File: src/rtl/bus_mem_slave.sv
// Word-addressed memory slave on a valid/ready bus with WAIT_CYCLES wait states and saturating access counters.
// Define BUS_MEM_ERR_EN to add the err output and reject addresses beyond DEPTH words.
module bus_mem_slave #(
  parameter int DEPTH       = 64,
  parameter int WAIT_CYCLES = 2
) (
  input  logic        clk,
  input  logic        rst,
  input  logic        valid,
  input  logic        write,
  input  logic [31:0] addr,
  input  logic [31:0] wdata,
  output logic        ready,
  output logic [31:0] rdata,
  output logic [15:0] wr_count,
  output logic [15:0] rd_count
`ifdef BUS_MEM_ERR_EN
  ,
  output logic        err
`endif
);
  localparam int AW = $clog2(DEPTH);
  localparam logic [3:0] WaitLoad = 4'(WAIT_CYCLES - 1);

  typedef enum logic [1:0] {IDLE, WAIT, ACK} state_t;

  state_t        state_q, state_d;
  logic [3:0]    waitCnt_q, waitCnt_d;
  logic [15:0]   wrCount_q, wrCount_d;
  logic [15:0]   rdCount_q, rdCount_d;
  logic [31:0]   mem_q [DEPTH];
  logic [AW-1:0] index;
  logic          addrErr;
  logic          doAccess;
  logic          unusedAddr;

  assign index      = addr[AW+1:2];
  assign unusedAddr = ^{addr[31:AW+2], addr[1:0]};

`ifdef BUS_MEM_ERR_EN
  assign addrErr = |addr[31:AW+2];
  assign err     = (state_q == ACK) && addrErr;
`else
  assign addrErr = 1'b0;
`endif

  always_ff @(posedge clk or posedge rst) begin
    if (rst) begin
      state_q   <= IDLE;
      waitCnt_q <= '0;
      wrCount_q <= '0;
      rdCount_q <= '0;
    end else begin
      state_q   <= state_d;
      waitCnt_q <= waitCnt_d;
      wrCount_q <= wrCount_d;
      rdCount_q <= rdCount_d;
    end
  end

  // Dropping valid while waiting abandons the request with no side effects.
  always_comb begin
    state_d   = state_q;
    waitCnt_d = waitCnt_q;
    unique case (state_q)
      IDLE: begin
        if (valid) begin
          if (WAIT_CYCLES > 0) begin
            state_d   = WAIT;
            waitCnt_d = WaitLoad;
          end else begin
            state_d = ACK;
          end
        end
      end
      WAIT: begin
        if (!valid) begin
          state_d   = IDLE;
          waitCnt_d = '0;
        end else if (waitCnt_q == '0) begin
          state_d = ACK;
        end else begin
          waitCnt_d = waitCnt_q - 4'd1;
        end
      end
      ACK:     state_d = IDLE;
      default: state_d = IDLE;
    endcase
  end

  always_comb begin
    ready    = 1'b0;
    rdata    = '0;
    doAccess = 1'b0;
    if (state_q == ACK) begin
      ready    = 1'b1;
      doAccess = !addrErr;
      if (!write) begin
        rdata = addrErr ? 32'hDEAD_BEEF : mem_q[index];
      end
    end
  end

  always_comb begin
    wrCount_d = wrCount_q;
    rdCount_d = rdCount_q;
    if (doAccess) begin
      if (write && (wrCount_q != 16'hFFFF)) begin
        wrCount_d = wrCount_q + 16'd1;
      end
      if (!write && (rdCount_q != 16'hFFFF)) begin
        rdCount_d = rdCount_q + 16'd1;
      end
    end
  end

  always_ff @(posedge clk or posedge rst) begin
    if (rst) begin
      for (int i = 0; i < DEPTH; i++) begin
        mem_q[i] <= '0;
      end
    end else if (doAccess && write) begin
      mem_q[index] <= wdata;
    end
  end

  assign wr_count = wrCount_q;
  assign rd_count = rdCount_q;

endmodule

File: config.mk
export PLATFORM = sky130hd
export DESIGN_NAME = bus_mem_slave
export DESIGN_NICKNAME = d
export VERILOG_FILES = /design/src/rtl/bus_mem_slave.sv
export SDC_FILE = /design/constraint.sdc
export NUM_CORES = 2
export LEC_CHECK = 0
export CORE_ASPECT_RATIO = 0.5
export CORE_UTILIZATION = 55
export DETAILED_ROUTE_END_ITERATION = 12
export PLACE_DENSITY = 0.71
export SETUP_SLACK_MARGIN = 0.05
export SLEW_MARGIN = 10
export SYNTH_ARGS = -nofsm -noshare
export SYNTH_HDL_FRONTEND = slang
export SYNTH_SLANG_ARGS = --single-unit
File: constraint.sdc
create_clock -name clk -period 151 [get_ports clk]
set_clock_uncertainty 0.1 [all_clocks]
set_input_delay 45.3 -clock clk [delete_from_list [all_inputs] [get_ports clk]]
set_output_delay 45.3 -clock clk [all_outputs]
set_load 0.01 [all_outputs]
==> impl_results.md <==
- Status: finished, final reports clean
- Total CTS buffers: around 190
- Comb pwr share: 8.3%
- IO Count: 133
- Buffers on Ports: 106
- Dpl hpwl: 186.8 mm
- Final Critical Period: around 96 ns
- Actual slew at the worst max-slew pin: 1.375 ns
- Row cnt: 107
- Clk pin slew, worst setup/hold paths: roughly 0.06 ns
- Fmax: 10.41 MHz
- Post-synth cell types: 78
- Critical path's slowest cell: a221oi_1
- Detailed Route WL: about 320 mm
- Final std cells w/o fill: 9,031
- Critical path buffers and inverters: 7
- CTS tree: done
- NumNets Final: about 6,700
- CTS sink cnt: 2,086
- CTS resizes: 0
- Ys flop type: dfrtp_1
- Worst hold path type: flip-flop to flip-flop
- Synth async-reset ratio: 100.0%
- Vias post-DR: 63,680
- Worst Setup Path Type: primary input to output pin
- RSZ-0062 raised after global routing: no
- Syn_nets: 6,911
- Post-route setup TNS: 0 ns
- Gate Count Post-Synth: between 6,000 and 7,000
- Hold wc startpoint: mem_q[709]
- Worst Path Required: 105.60 ns
- Switching Share: between 20% and 30%
- Pre-antenna DRT Iters: 7
- Slew headroom: between 8 and 9%
- Initial core utilization: 55.72%
- Yosys reg bits: 2,086
- Core ar.: 0.1712 mm^2
- PD cells: 11.30 mW/mm^2
- Gr ovfl total: 0
- Critical path startpoint: addr[3]
- Peak supply drop: slightly above 9 uV
- Yosys warns: 0
- First-pass GRT wire length: 465.1 mm
- Largest net degree at the start of global routing: 186
- Final Hold Fails: 0
- Power share of the sequential group: 50.5%
- Number of enable flip-flop cells after synthesis: 0
- Clock Latency Late Sink: approximately 0.84 ns
- DRT antenna net count: 0
- DIE WIDTH: slightly below 600 um
- DP Cell Count: 8,694
- Setup crit start kind: primary input
- Avg Synthesized Cell Area: between 10 and 15 um^2
- Fillers: 12,670
- Initial antenna violation count: 23
- Cts hold-fix bufs: 0
- Die Height: 296.5 um
- Vias in the first global route: 64,700
- Period utilization: a little under two thirds
- Starting DRT DRC Count: 7,496
- Gr usage total: 36.96%
- Cell mode on critical path: buf_4
- Sequential area share after synthesis: roughly 55%
- Sw Pwr: 0.0002922 W
- M2 GR Usage: 53.94%
- Layout area overhead: 8.816%
- Remaining routing DRC violations: 0
- Pint: 0.0008804 W
- Maxcap violations: 0
- Cells along the critical path: buf_8 > buf_4 > buf_4 > buf_4 > nor2_4 > buf_4 > buf_4 > a221oi_1 > o22ai_1 > a221oi_1 > a31oi_1 > clkdlybuf4s50_1
- Reported leakage power: between 50 and 60 nW
- Clock power share: 41.2%
- Top delay family on crit path: buffers and inverters
- Slowest stage delay, CP: 0.75 ns
- Busiest layer in global routing: met2
- Critical Path Fanout Max: 47
- Post-CTS Setup Bufs: 0
- Root Driver: clkbuf_16
- Drt via density: 7.051
- Per-cell routed wire length: 35.81 um
- Post-Syn Area: 0.09541 mm^2
- Final setup vio count: 0
- DIE AREA: around 0.18 mm^2
- H-Tree Depth: 4
- Grt met3 use: 12.25%
- Gp weighted congestion: ~0.90
- CP arrival: roughly 50 ns
- Layout cells sized above 1: 43.73%
- Grt met1 use: 50.51%
- CTS Buffer Depth: 4
- Kind of end point of the critical path: output pin
- Reg2Reg Launch Point: state_q[0]
- Fin. max-slew vios: 0
[path summary, 6_finish.rpt]
check,slack [ns],to,cells past startpoint
hold reg to reg,0.39,mem_q[709],1
setup / recovery,54.92,rdata[20],12
max in group asynchronous,98.98,mem_q[1656],9
setup reg to reg,145.89,mem_q[1324],6
min in group asynchronous,44.92,mem_q[712],2
hold / removal,0.39,mem_q[709],1
[power by group through the flow]
stage                     clock (W)  combinational, W  sequential, W
after floorplan                   0         0.0000638       0.000602
after global placement            0         0.0000915       0.000600
after detailed placement          0         0.0000953       0.000602
after CTS                  0.000484         0.0000955       0.000592
after global routing       0.000507          0.000102       0.000594
final                      0.000483         0.0000976       0.000592
[logic make-up (layout without fill, tap and decap cells)]
group	count (synthesis)	count (layout)	synth area share (%)
AND/OR/NAND/NOR	409	409	1.974
XOR/XNOR	30	30	0.2754
multiplexers	2608	2608	32.03
other	0	12	0
buffers and inverters	729	620	3.599
AO/OA/AOI/OAI	973	973	7.361
flip-flops	2086	2086	54.71
adder cells (fa/ha/maj)	4	4	0.05246
[stage by stage]
stage | worst slack [ns] | total power (W) | instance area [um^2] | utilization, % | hold WS, ns
after floorplan | 46.67 | 0.0006656 | 95410 | - | 0.3522
after global placement | 55.12 | 0.0006912 | 97700 | 57.06 | 0.3621
after detailed placement | 55.01 | 0.0006973 | 97700 | 57.06 | 0.3745
after CTS | 55.00 | 0.001171 | 103800 | 60.60 | 0.3896
after global routing | 54.86 | 0.001204 | 103800 | 60.62 | 0.4025
final | 54.92 | 0.001173 | 103800 | 60.63 | 0.3874
[routing by layer]
metal / share of wire (%) / routed length [um]
met1: 39 / 127200
met2: 43 / 137600
met3: 13 / 42030
met4: 5.1 / 16420
met5: 0.046 / 149
[layout make-up]
class,count,area (um^2),share of cell area (%)
tap,2289,2864,2.759
timing repair buffer,284,2356,2.269
sequential,2086,52200,50.28
clock buffer,287,5782,5.569
clock inverter,37,279.0,0.2688
multi-input combinational,4024,40240,38.76
inverter,12,65.06,0.06267
antenna,12,30.03,0.02892
[cells in the mapped netlist, drive strengths merged, types with 6 or more instances]
library cell | n | share of area, %
a211oi | 11 | 0.087
a21oi | 151 | 0.79
a221o | 52 | 0.55
a221oi | 169 | 1.6
a222oi | 26 | 0.27
a22o | 32 | 0.29
a22oi | 134 | 1.1
a311oi | 6 | 0.055
a31oi | 37 | 0.24
a32o | 6 | 0.063
a32oi | 10 | 0.092
a41oi | 7 | 0.064
and3 | 15 | 0.098
buf | 462 | 2.5
clkbuf | 255 | 1.0
dfrtp | 2086 | 55
inv | 12 | 0.047
mux2 | 2236 | 26
mux2i | 240 | 2.5
mux4 | 132 | 3.1
nand2 | 134 | 0.53
nand3 | 43 | 0.23
nand4 | 12 | 0.079
nor2 | 138 | 0.56
nor2b | 8 | 0.052
nor3 | 24 | 0.16
o21ai | 140 | 0.73
o221ai | 11 | 0.10
o22a | 12 | 0.11
o22ai | 102 | 0.67
o2bb2ai | 15 | 0.14
o31a | 7 | 0.064
xnor2 | 21 | 0.19
xor2 | 9 | 0.083
[sequential cells by signal (all words and copies together), names as in the netlist]
signal     count
state_q        2
mem_q       2048
rd_count      16
waitCnt_q      4
wr_count      16
[placed cells by master (no fill, tap or decap), types with 41 or more instances in the layout]
cell type and instances:
mux2_2 2191, dfrtp_1 2086, mux2i_1 240, clkbuf_16 192
a221oi_1 169, buf_4 169, a21oi_1 151, o21ai_0 140
a22oi_1 134, mux4_2 132, nand2_1 102, o22ai_1 102
nor2_1 97, clkdlybuf4s50_1 71, clkbuf_8 62, a221o_1 52
mux2_1 45, nand3_1 41
Power figures use the tool's default switching activity.
